==> src/rtl/nn_pkg.sv <==
// Shared definitions for the fully-connected layer datapath.
//   DATA_W        : activation / result word width
//   BIAS_TICK_DEF : default tick on which neurons inject bias
//   ACC_LAT_DEF   : default cycles from last X to valid Z
//   seq_state_t   : layer sequencer state encoding
//   relu16        : clamp a signed word at zero
package nn_pkg;

  localparam int DATA_W        = 16;
  localparam int BIAS_TICK_DEF = 3;
  localparam int ACC_LAT_DEF   = 2;

  typedef enum logic [1:0] {
    IDLE  = 2'd0,
    RUN   = 2'd1,
    WRITE = 2'd2,
    DONE  = 2'd3
  } seq_state_t;

  function automatic logic [DATA_W-1:0] relu16(input logic [DATA_W-1:0] v);
    return v[DATA_W-1] ? '0 : v;
  endfunction

endpackage

==> src/rtl/layer_sequencer_if.sv <==
// Bundle between a layer sequencer, its input/output buffers and its neurons.
//   master : sequencer side (drives timing, X broadcast, buffer addresses, Y writes)
//   slave  : environment side (Start, input buffer data, neuron results)
// Signals:
//   Start, Busy, Done          : pass control / status
//   Active, Tick, X            : broadcast to neurons
//   X_Addr, X_Data             : input buffer read port (1-cycle latency)
//   Z_In                       : packed neuron results, neuron j at [16j+15:16j]
//   Y_Addr, Y_Data, Y_We       : output buffer write port
interface layer_sequencer_if
  import nn_pkg::*;
#(
  parameter int N_IN   = 784,
  parameter int N_OUT  = 20,
  parameter int TICK_W = 10
) ();

  localparam int XA_W = (N_IN > 1) ? $clog2(N_IN) : 1;
  localparam int YA_W = (N_OUT > 1) ? $clog2(N_OUT) : 1;

  logic                      Start;
  logic                      Busy;
  logic                      Done;
  logic                      Active;
  logic [TICK_W-1:0]         Tick;
  logic [XA_W-1:0]           X_Addr;
  logic [DATA_W-1:0]         X_Data;
  logic [DATA_W-1:0]         X;
  logic [N_OUT*DATA_W-1:0]   Z_In;
  logic [YA_W-1:0]           Y_Addr;
  logic [DATA_W-1:0]         Y_Data;
  logic                      Y_We;

  modport master (
    input  Start, X_Data, Z_In,
    output Busy, Done, Active, Tick, X_Addr, X, Y_Addr, Y_Data, Y_We
  );

  modport slave (
    output Start, X_Data, Z_In,
    input  Busy, Done, Active, Tick, X_Addr, X, Y_Addr, Y_Data, Y_We
  );

endinterface

==> src/rtl/layer_sequencer_relu_snapshot.sv <==
// Register bank holding one ReLU'd result per neuron.
//   clk, rst : clock, synchronous active-high reset
//   load     : capture every neuron result through ReLU in one cycle
//   z_in     : packed neuron results, neuron j at [16j+15:16j]
//   rd_idx   : read index
//   rd_data  : bank[rd_idx], zero when rd_idx is past the last neuron
module relu_snapshot
  import nn_pkg::*;
#(
  parameter int N_OUT = 20,
  parameter int IDX_W = 5
) (
  input  logic                    clk,
  input  logic                    rst,
  input  logic                    load,
  input  logic [N_OUT*DATA_W-1:0] z_in,
  input  logic [IDX_W-1:0]        rd_idx,
  output logic [DATA_W-1:0]       rd_data
);

  logic [DATA_W-1:0] bank [N_OUT];

  always_ff @(posedge clk) begin
    if (rst) begin
      for (int j = 0; j < N_OUT; j++) begin
        bank[j] <= '0;
      end
    end else if (load) begin
      for (int j = 0; j < N_OUT; j++) begin
        bank[j] <= relu16(z_in[DATA_W*j +: DATA_W]);
      end
    end
  end

  always_comb begin
    rd_data = '0;
    if (int'(rd_idx) < N_OUT) begin
      rd_data = bank[rd_idx];
    end
  end

endmodule

==> src/rtl/layer_sequencer.sv <==
// Sequencer for one fully-connected layer: streams the input vector to all
// neurons in parallel, drives the shared Active/Tick timing, snapshots the
// neuron results through ReLU and writes them to the next layer's buffer.
//   Clk, Reset : clock, synchronous active-high reset
//   bus        : layer_sequencer_if.master (control, neuron broadcast,
//                input buffer read port, output buffer write port)
//
// state | meaning
// IDLE  | waiting for Start; Active=0, X=0
// RUN   | Tick 0..T_CAP; X streamed from the input buffer; last tick captures Z
// WRITE | one ReLU'd result per cycle into the output buffer; Active=0
// DONE  | one-cycle Done pulse, Start ignored
module layer_sequencer
  import nn_pkg::*;
#(
  parameter int N_IN      = 784,
  parameter int N_OUT     = 20,
  parameter int BIAS_TICK = BIAS_TICK_DEF,
  parameter int ACC_LAT   = ACC_LAT_DEF,
  parameter int TICK_W    = $clog2(BIAS_TICK + N_IN + ACC_LAT + 1)
) (
  input logic               Clk,
  input logic               Reset,
  layer_sequencer_if.master bus
);

  localparam int XA_W  = (N_IN > 1) ? $clog2(N_IN) : 1;
  localparam int YA_W  = (N_OUT > 1) ? $clog2(N_OUT) : 1;
  localparam int T_CAP = BIAS_TICK + N_IN + ACC_LAT;

  localparam logic [TICK_W-1:0] T_CAP_T = TICK_W'(T_CAP);
  localparam logic [TICK_W-1:0] XA_LO   = TICK_W'(BIAS_TICK);
  localparam logic [TICK_W-1:0] XA_HI   = TICK_W'(BIAS_TICK + N_IN - 1);
  localparam logic [TICK_W-1:0] XV_LO   = TICK_W'(BIAS_TICK + 1);
  localparam logic [TICK_W-1:0] XV_HI   = TICK_W'(BIAS_TICK + N_IN);
  localparam logic [YA_W-1:0]   Y_LAST  = YA_W'(N_OUT - 1);

  seq_state_t          state_q;
  logic                busy_q;
  logic                done_q;
  logic                active_q;
  logic                x_en_q;
  logic                y_we_q;
  logic [TICK_W-1:0]   tick_q;
  logic [TICK_W-1:0]   tick_nx;
  logic [XA_W-1:0]     x_addr_q;
  logic [YA_W-1:0]     y_addr_q;
  logic [YA_W-1:0]     snap_idx;
  logic [DATA_W-1:0]   y_data_q;
  logic [DATA_W-1:0]   snap_rd;
  logic                cap_now;

  assign tick_nx  = tick_q + TICK_W'(1);
  assign cap_now  = (state_q == RUN) && (tick_q == T_CAP_T);
  // Y_Data is registered, so the bank is read one entry ahead of Y_Addr.
  assign snap_idx = y_addr_q + YA_W'(1);

  relu_snapshot #(
    .N_OUT (N_OUT),
    .IDX_W (YA_W)
  ) u_snap (
    .clk     (Clk),
    .rst     (Reset),
    .load    (cap_now),
    .z_in    (bus.Z_In),
    .rd_idx  (snap_idx),
    .rd_data (snap_rd)
  );

  always_ff @(posedge Clk) begin
    if (Reset) begin
      state_q  <= IDLE;
      busy_q   <= 1'b0;
      done_q   <= 1'b0;
      active_q <= 1'b0;
      x_en_q   <= 1'b0;
      tick_q   <= '0;
      x_addr_q <= '0;
      y_addr_q <= '0;
      y_data_q <= '0;
      y_we_q   <= 1'b0;
    end else begin
      done_q <= 1'b0;
      case (state_q)
        IDLE: begin
          if (bus.Start) begin
            state_q  <= RUN;
            busy_q   <= 1'b1;
            active_q <= 1'b1;
            tick_q   <= '0;
            x_en_q   <= 1'b0;
            if (BIAS_TICK == 0) begin
              x_addr_q <= '0;
            end
          end
        end
        RUN: begin
          if (tick_q == T_CAP_T) begin
            // Entry 0 bypasses the bank, which only loads on this same edge.
            state_q  <= WRITE;
            active_q <= 1'b0;
            tick_q   <= '0;
            x_en_q   <= 1'b0;
            y_we_q   <= 1'b1;
            y_addr_q <= '0;
            y_data_q <= relu16(bus.Z_In[DATA_W-1:0]);
          end else begin
            tick_q <= tick_nx;
            if (tick_nx >= XA_LO && tick_nx <= XA_HI) begin
              x_addr_q <= XA_W'(tick_nx - XA_LO);
            end
            x_en_q <= (tick_nx >= XV_LO) && (tick_nx <= XV_HI);
          end
        end
        WRITE: begin
          if (y_addr_q == Y_LAST) begin
            state_q <= DONE;
            y_we_q  <= 1'b0;
            busy_q  <= 1'b0;
            done_q  <= 1'b1;
          end else begin
            y_addr_q <= snap_idx;
            y_data_q <= snap_rd;
          end
        end
        DONE: begin
          state_q <= IDLE;
        end
        default: begin
          state_q <= IDLE;
        end
      endcase
    end
  end

  // The input buffer's output register is the pipeline stage for X; the
  // registered window flag zeroes it outside the data ticks (bias tick included).
  assign bus.X      = x_en_q ? bus.X_Data : '0;
  assign bus.Busy   = busy_q;
  assign bus.Done   = done_q;
  assign bus.Active = active_q;
  assign bus.Tick   = tick_q;
  assign bus.X_Addr = x_addr_q;
  assign bus.Y_Addr = y_addr_q;
  assign bus.Y_Data = y_data_q;
  assign bus.Y_We   = y_we_q;

endmodule

==> src/flat_wrapper.sv <==
// flat-port wrapper written by rule: the top's interface ports become plain ports
module layer_sequencer_flat import nn_pkg::*;
#(
  parameter int N_IN      = 784,
  parameter int N_OUT     = 20,
  parameter int BIAS_TICK = BIAS_TICK_DEF,
  parameter int ACC_LAT   = ACC_LAT_DEF,
  parameter int TICK_W    = $clog2(BIAS_TICK + N_IN + ACC_LAT + 1)
)
  (Clk, Reset, bus_Start, bus_X_Data, bus_Z_In, bus_Busy, bus_Done, bus_Active, bus_Tick, bus_X_Addr, bus_X, bus_Y_Addr, bus_Y_Data, bus_Y_We);
  layer_sequencer_if #(.N_IN(N_IN), .N_OUT(N_OUT), .TICK_W(TICK_W)) bus_i ();
  input logic Clk;
  input logic Reset;
  input wire logic [$bits(bus_i.Start)-1:0] bus_Start;
  input wire logic [$bits(bus_i.X_Data)-1:0] bus_X_Data;
  input wire logic [$bits(bus_i.Z_In)-1:0] bus_Z_In;
  output wire logic [$bits(bus_i.Busy)-1:0] bus_Busy;
  output wire logic [$bits(bus_i.Done)-1:0] bus_Done;
  output wire logic [$bits(bus_i.Active)-1:0] bus_Active;
  output wire logic [$bits(bus_i.Tick)-1:0] bus_Tick;
  output wire logic [$bits(bus_i.X_Addr)-1:0] bus_X_Addr;
  output wire logic [$bits(bus_i.X)-1:0] bus_X;
  output wire logic [$bits(bus_i.Y_Addr)-1:0] bus_Y_Addr;
  output wire logic [$bits(bus_i.Y_Data)-1:0] bus_Y_Data;
  output wire logic [$bits(bus_i.Y_We)-1:0] bus_Y_We;
  assign bus_i.Start = bus_Start;
  assign bus_i.X_Data = bus_X_Data;
  assign bus_i.Z_In = bus_Z_In;
  assign bus_Busy = bus_i.Busy;
  assign bus_Done = bus_i.Done;
  assign bus_Active = bus_i.Active;
  assign bus_Tick = bus_i.Tick;
  assign bus_X_Addr = bus_i.X_Addr;
  assign bus_X = bus_i.X;
  assign bus_Y_Addr = bus_i.Y_Addr;
  assign bus_Y_Data = bus_i.Y_Data;
  assign bus_Y_We = bus_i.Y_We;
  layer_sequencer #(.N_IN(N_IN), .N_OUT(N_OUT), .BIAS_TICK(BIAS_TICK), .ACC_LAT(ACC_LAT), .TICK_W(TICK_W)) u_core (.Clk(Clk), .Reset(Reset), .bus(bus_i));
endmodule
==> config.mk <==
export PLATFORM = sky130hd
export DESIGN_NAME = layer_sequencer_flat
export DESIGN_NICKNAME = d
export VERILOG_FILES = /design/src/rtl/nn_pkg.sv /design/src/rtl/layer_sequencer_if.sv /design/src/rtl/layer_sequencer_relu_snapshot.sv /design/src/rtl/layer_sequencer.sv /design/src/flat_wrapper.sv
export SDC_FILE = /design/constraint.sdc
export NUM_CORES = 1
export LEC_CHECK = 0
export ABC_AREA = 1
export CORE_MARGIN = 2
export CORE_UTILIZATION = 35
export CTS_CLUSTER_SIZE = 40
export DETAILED_ROUTE_END_ITERATION = 10
export GPL_TIMING_DRIVEN = 0
export PLACE_DENSITY_LB_ADDON = 0.3
export SYNTH_ARGS = -nofsm -noshare
export SYNTH_HDL_FRONTEND = slang
export SYNTH_SLANG_ARGS = --single-unit
==> constraint.sdc <==
create_clock -name Clk -period 59.1 [get_ports Clk]
set_input_delay 17.73 -clock Clk [delete_from_list [all_inputs] [get_ports Clk]]
set_output_delay 17.73 -clock Clk [all_outputs]
set_load 0.05 [all_outputs]
==> run_results.csv, run 1 <==
group,metric,value,unit
status,outcome,"completed",
logic_synthesis,avgSynthCellArea,8.89,um2
sta,slew_headroom,47.2,%
final_layout,final_nets,2784,
floorplan,die_h,228,um
worst_setup_path,crit_path_start_kind,"input port",
cts,cts_root_buf,"clkbuf_16",
detailed_routing,routed_via_density,4.74,
logic_synthesis,synth_top_area_share,51.1,%
sta,finalCritPeriodShare,62.4,%
cts,hold_buffers,0,
min_path,hp-start,"u_core.bus.Busy",
floorplan,rows,82,
cts,clkLatencyLatePin,0.55,ns
global_routing,gr-total-overflow,0,
floorplan,die-area,52200,um2
sta,worstMarginPinSlew,0.791,ns
final_layout,nFillCells,4768,
sta,fin_worst_skew,0.0120,ns
min_path,hp-class,"reg -> reg",
logic_synthesis,synth_top_area_cell,"edfxtp_1",
logic_synthesis,syn-cell-area,17600,um2
detailed_routing,first_pass_iters,5,
global_routing,grt_usage,22.2,%
final_layout,areaGrowthSynthToFinish,36.2,%
global_routing,grt_pass1_wl,88300,um
logic_synthesis,synth_edf_count,300,
sta,rsz0062_at_grt,"no",
run,drv_cap,0,
sta,final-setup-viol-count,0,
global_routing,grt_pass1_vias,15117,
cts,cts_tree,"built",
worst_setup_path,crit_arrival,19.13,ns
floorplan,io_pins,400,
detailed_routing,drc_errors,0,
worst_setup_path,max_stage_delay,0.81,ns
cts,h-tree-depth,2,
sta,period_minus_slack,36.86,ns
cts,post_cts_resized,0,
final_layout,drive_gt1_share,11.6,%
floorplan,start_util,35.3,%
worst_setup_path,path_cells,"clkdlybuf4s50_1 -> nand2_1 -> inv_1 -> clkdlybuf4s50_1",
sta,holdWs,0.460,ns
placement,dp_hpwl,45800,um
worst_setup_path,crit_path_frequent_cell,"clkdlybuf4s50_1",
detailed_routing,drt_iter0_markers,1084,
sta,drv_slew,0,
worst_setup_path,r2r_start,"u_core.bus.Tick[0]",
logic_synthesis,synthDistinctLibCells,41,
logic_synthesis,async_flop_share,0,%
logic_synthesis,synth_nets,2333,
logic_synthesis,synthFlopType,"edfxtp_1",
placement,gp_congestion,0.883,
cts,cts.clk_slew.worst_paths,0.06,ns
floorplan,core-area,50000,um2
logic_synthesis,yosysWarnings,0,
placement,port_buffers,398,
global_routing,grt_max_degree,34,
floorplan,die_x,228,um
worst_setup_path,required,41.37,ns
worst_setup_path,endpoint_kind,"primary output",
detailed_routing,routed-via-count,14876,
worst_setup_path,startpoint,"bus_X_Data[14]",
final_layout,diodes,0,
logic_synthesis,ys_top_cells_by_area,"edfxtp_1 (51%), inv_1 (7.4%), nand2_1 (6.6%)",
detailed_routing,wl,58700,um
logic_synthesis,yosysSeqAreaShare,56.4,%
sta,hold_viol,0,
cts,cts_buffers,40,
pwr,worst_ir_drop_vdd,17.6,uV
detailed_routing,wl_per_cell,18.7,um
worst_setup_path,crit_type,"in -> out",
cts,cts.sinks,347,
pwr,p_leak,10.2,nW
sta,max_freq,0.0271,GHz
worst_setup_path,slowest_stage,"clkdlybuf4s50_1",
worst_setup_path,crit_family,"buffers and inverters",
pwr,p_per_area,34.0,nW/um2
final_layout,multi_input_area,5630,um2
global_routing,antenna_found_initial,2,
cts,post_cts_buffers,0,
worst_setup_path,critPathMaxFanout,1,
final_layout,seqCellArea,9950,um2
logic_synthesis,netlist_instances,1985,
cts,cts_buffer_depth,3,
logic_synthesis,ys_ff_latch,347,
detailed_routing,antenna_left,0,
worst_setup_path,critPathBufInv,3,
sta,fin_tns_setup,0,ns
-- worst register-to-register path: stages (launching register included) --
cell and delay [ns]:
dfxtp_1 0.51, ha_1 0.26, and3_1 0.16, nand4_1 0.22
o21ai_4 0.58, buf_12 0.28, buf_16 0.20, buf_12 0.23
buf_12 0.22, buf_16 0.19
-- power by group --
part / internal, mW / total [mW] / switching [mW]
clock: 0.150 / 0.251 / 0.101
combinational: 0.0868 / 0.275 / 0.188
sequential: 0.283 / 0.292 / 0.00902
total: 0.520 / 0.818 / 0.298
-- synthesized netlist by cell type (4+ instances only) --
master	n
nand2_2	4
inv_2	6
nor3_1	31
a22oi_1	57
o221ai_1	4
a21oi_1	155
buf_1	8
inv_1	349
dfxtp_1	47
or2_1	17
edfxtp_1	300
o21ai_0	63
ha_1	9
o22ai_1	4
a31oi_1	14
buf_6	31
nor2_2	141
nor2_1	259
clkbuf_1	60
nand2_1	308
buf_2	24
nand3_1	65
-- final cells by class --
cell class / instances / share of cell area (%)
clock buffer: 49 / 4.44
inverter: 357 / 5.58
clock inverter: 24 / 1.01
buffer: 124 / 3.05
sequential: 347 / 41.4
timing repair buffer: 409 / 17.6
tap: 672 / 3.50
multi-input combinational: 1157 / 23.4
-- layer usage --
metal,GRT usage (%),routed length [um],part of all wire (%)
met4,9.21,2280,3.9
met3,4.12,3820,6.5
met5,0,13,0.022
met1,28.7,25000,43
met2,36.8,27500,47
-- metrics by stage --
stage / utilization, % / setup WS [ns] / area [um2] / power [mW] / std cells
after floorplan: - / 23.28 / 17600 / 0.456 / 1985
after global placement: 45.0 / 22.17 / 22500 / 0.578 / 3055
after detailed placement: 45.5 / 22.24 / 22700 / 0.570 / 3066
after CTS: 48.1 / 22.23 / 24000 / 0.822 / 3139
after global routing: 48.1 / 22.20 / 24000 / 0.858 / 3139
final: 48.1 / 22.24 / 24000 / 0.818 / 3139
-- placed cells by master (no fill, tap or decap), drive strengths merged, types with 32 or more instances in the layout --
master,instances
a21oi,156
a22oi,57
buf,75
clkbuf,109
clkdlybuf4s50,398
dfxtp,47
edfxtp,300
inv,357
nand2,313
nand3,65
nor2,401
nor3,32
o21ai,65
-- state kept, by name, summed over array words and instances, names as in the netlist --
name and flops:
u_core.u_snap.bank 300, u_core.state_q 2, u_core.bus.Active 1, u_core.x_en_q 1
u_core.bus.Y_Data 15, u_core.bus.Tick 10, u_core.bus.Y_Addr 5, u_core.bus.Busy 1
u_core.bus.Done 1, u_core.bus.Y_We 1, u_core.bus.X_Addr 10
-- logic make-up after synthesis --
| family | share of synthesized area (%) |
|---|---|
| buffers and inverters | 11.7 |
| xor gates and xnor gates | 0.483 |
| and+or+nand+nor | 21.1 |
| AOI/OAI and AO/OA | 9.61 |
| DFF | 56.4 |
| other | 0.0213 |
| adders and majority gates | 0.638 |
-- worst paths after layout --
check | endpoint | slack (ns) | cells past startpoint
setup / recovery | bus_X[14] | 22.24 | 4
hold / removal | u_core.bus.Busy | 0.46 | 2
setup reg to reg | u_core.u_snap.bank[5][6] | 55.95 | 9
hold reg to reg | u_core.bus.Busy | 0.46 | 2
No activity file was read; power rests on OpenSTA's default activity.
==> run 2: changes to the inputs <==
==> constraint.sdc (replaced) <==
create_clock -name Clk -period 33.5 [get_ports Clk]
set_input_delay 10.05 -clock Clk [delete_from_list [all_inputs] [get_ports Clk]]
set_output_delay 10.05 -clock Clk [all_outputs]
set_load 0.05 [all_outputs]
==> results of run 2 <==
Same layout as run 1 (identical final DEF). Status: completed.
Main changes from that run: setup slack after placement 22.24 ns -> 12.00 ns; setup slack after layout 22.24 ns -> 12.00 ns; register-to-register setup slack 55.95 ns -> 30.35 ns; total power 0.818 mW -> 1.44 mW; worst IR drop on VDD 17.6 uV -> 31.1 uV
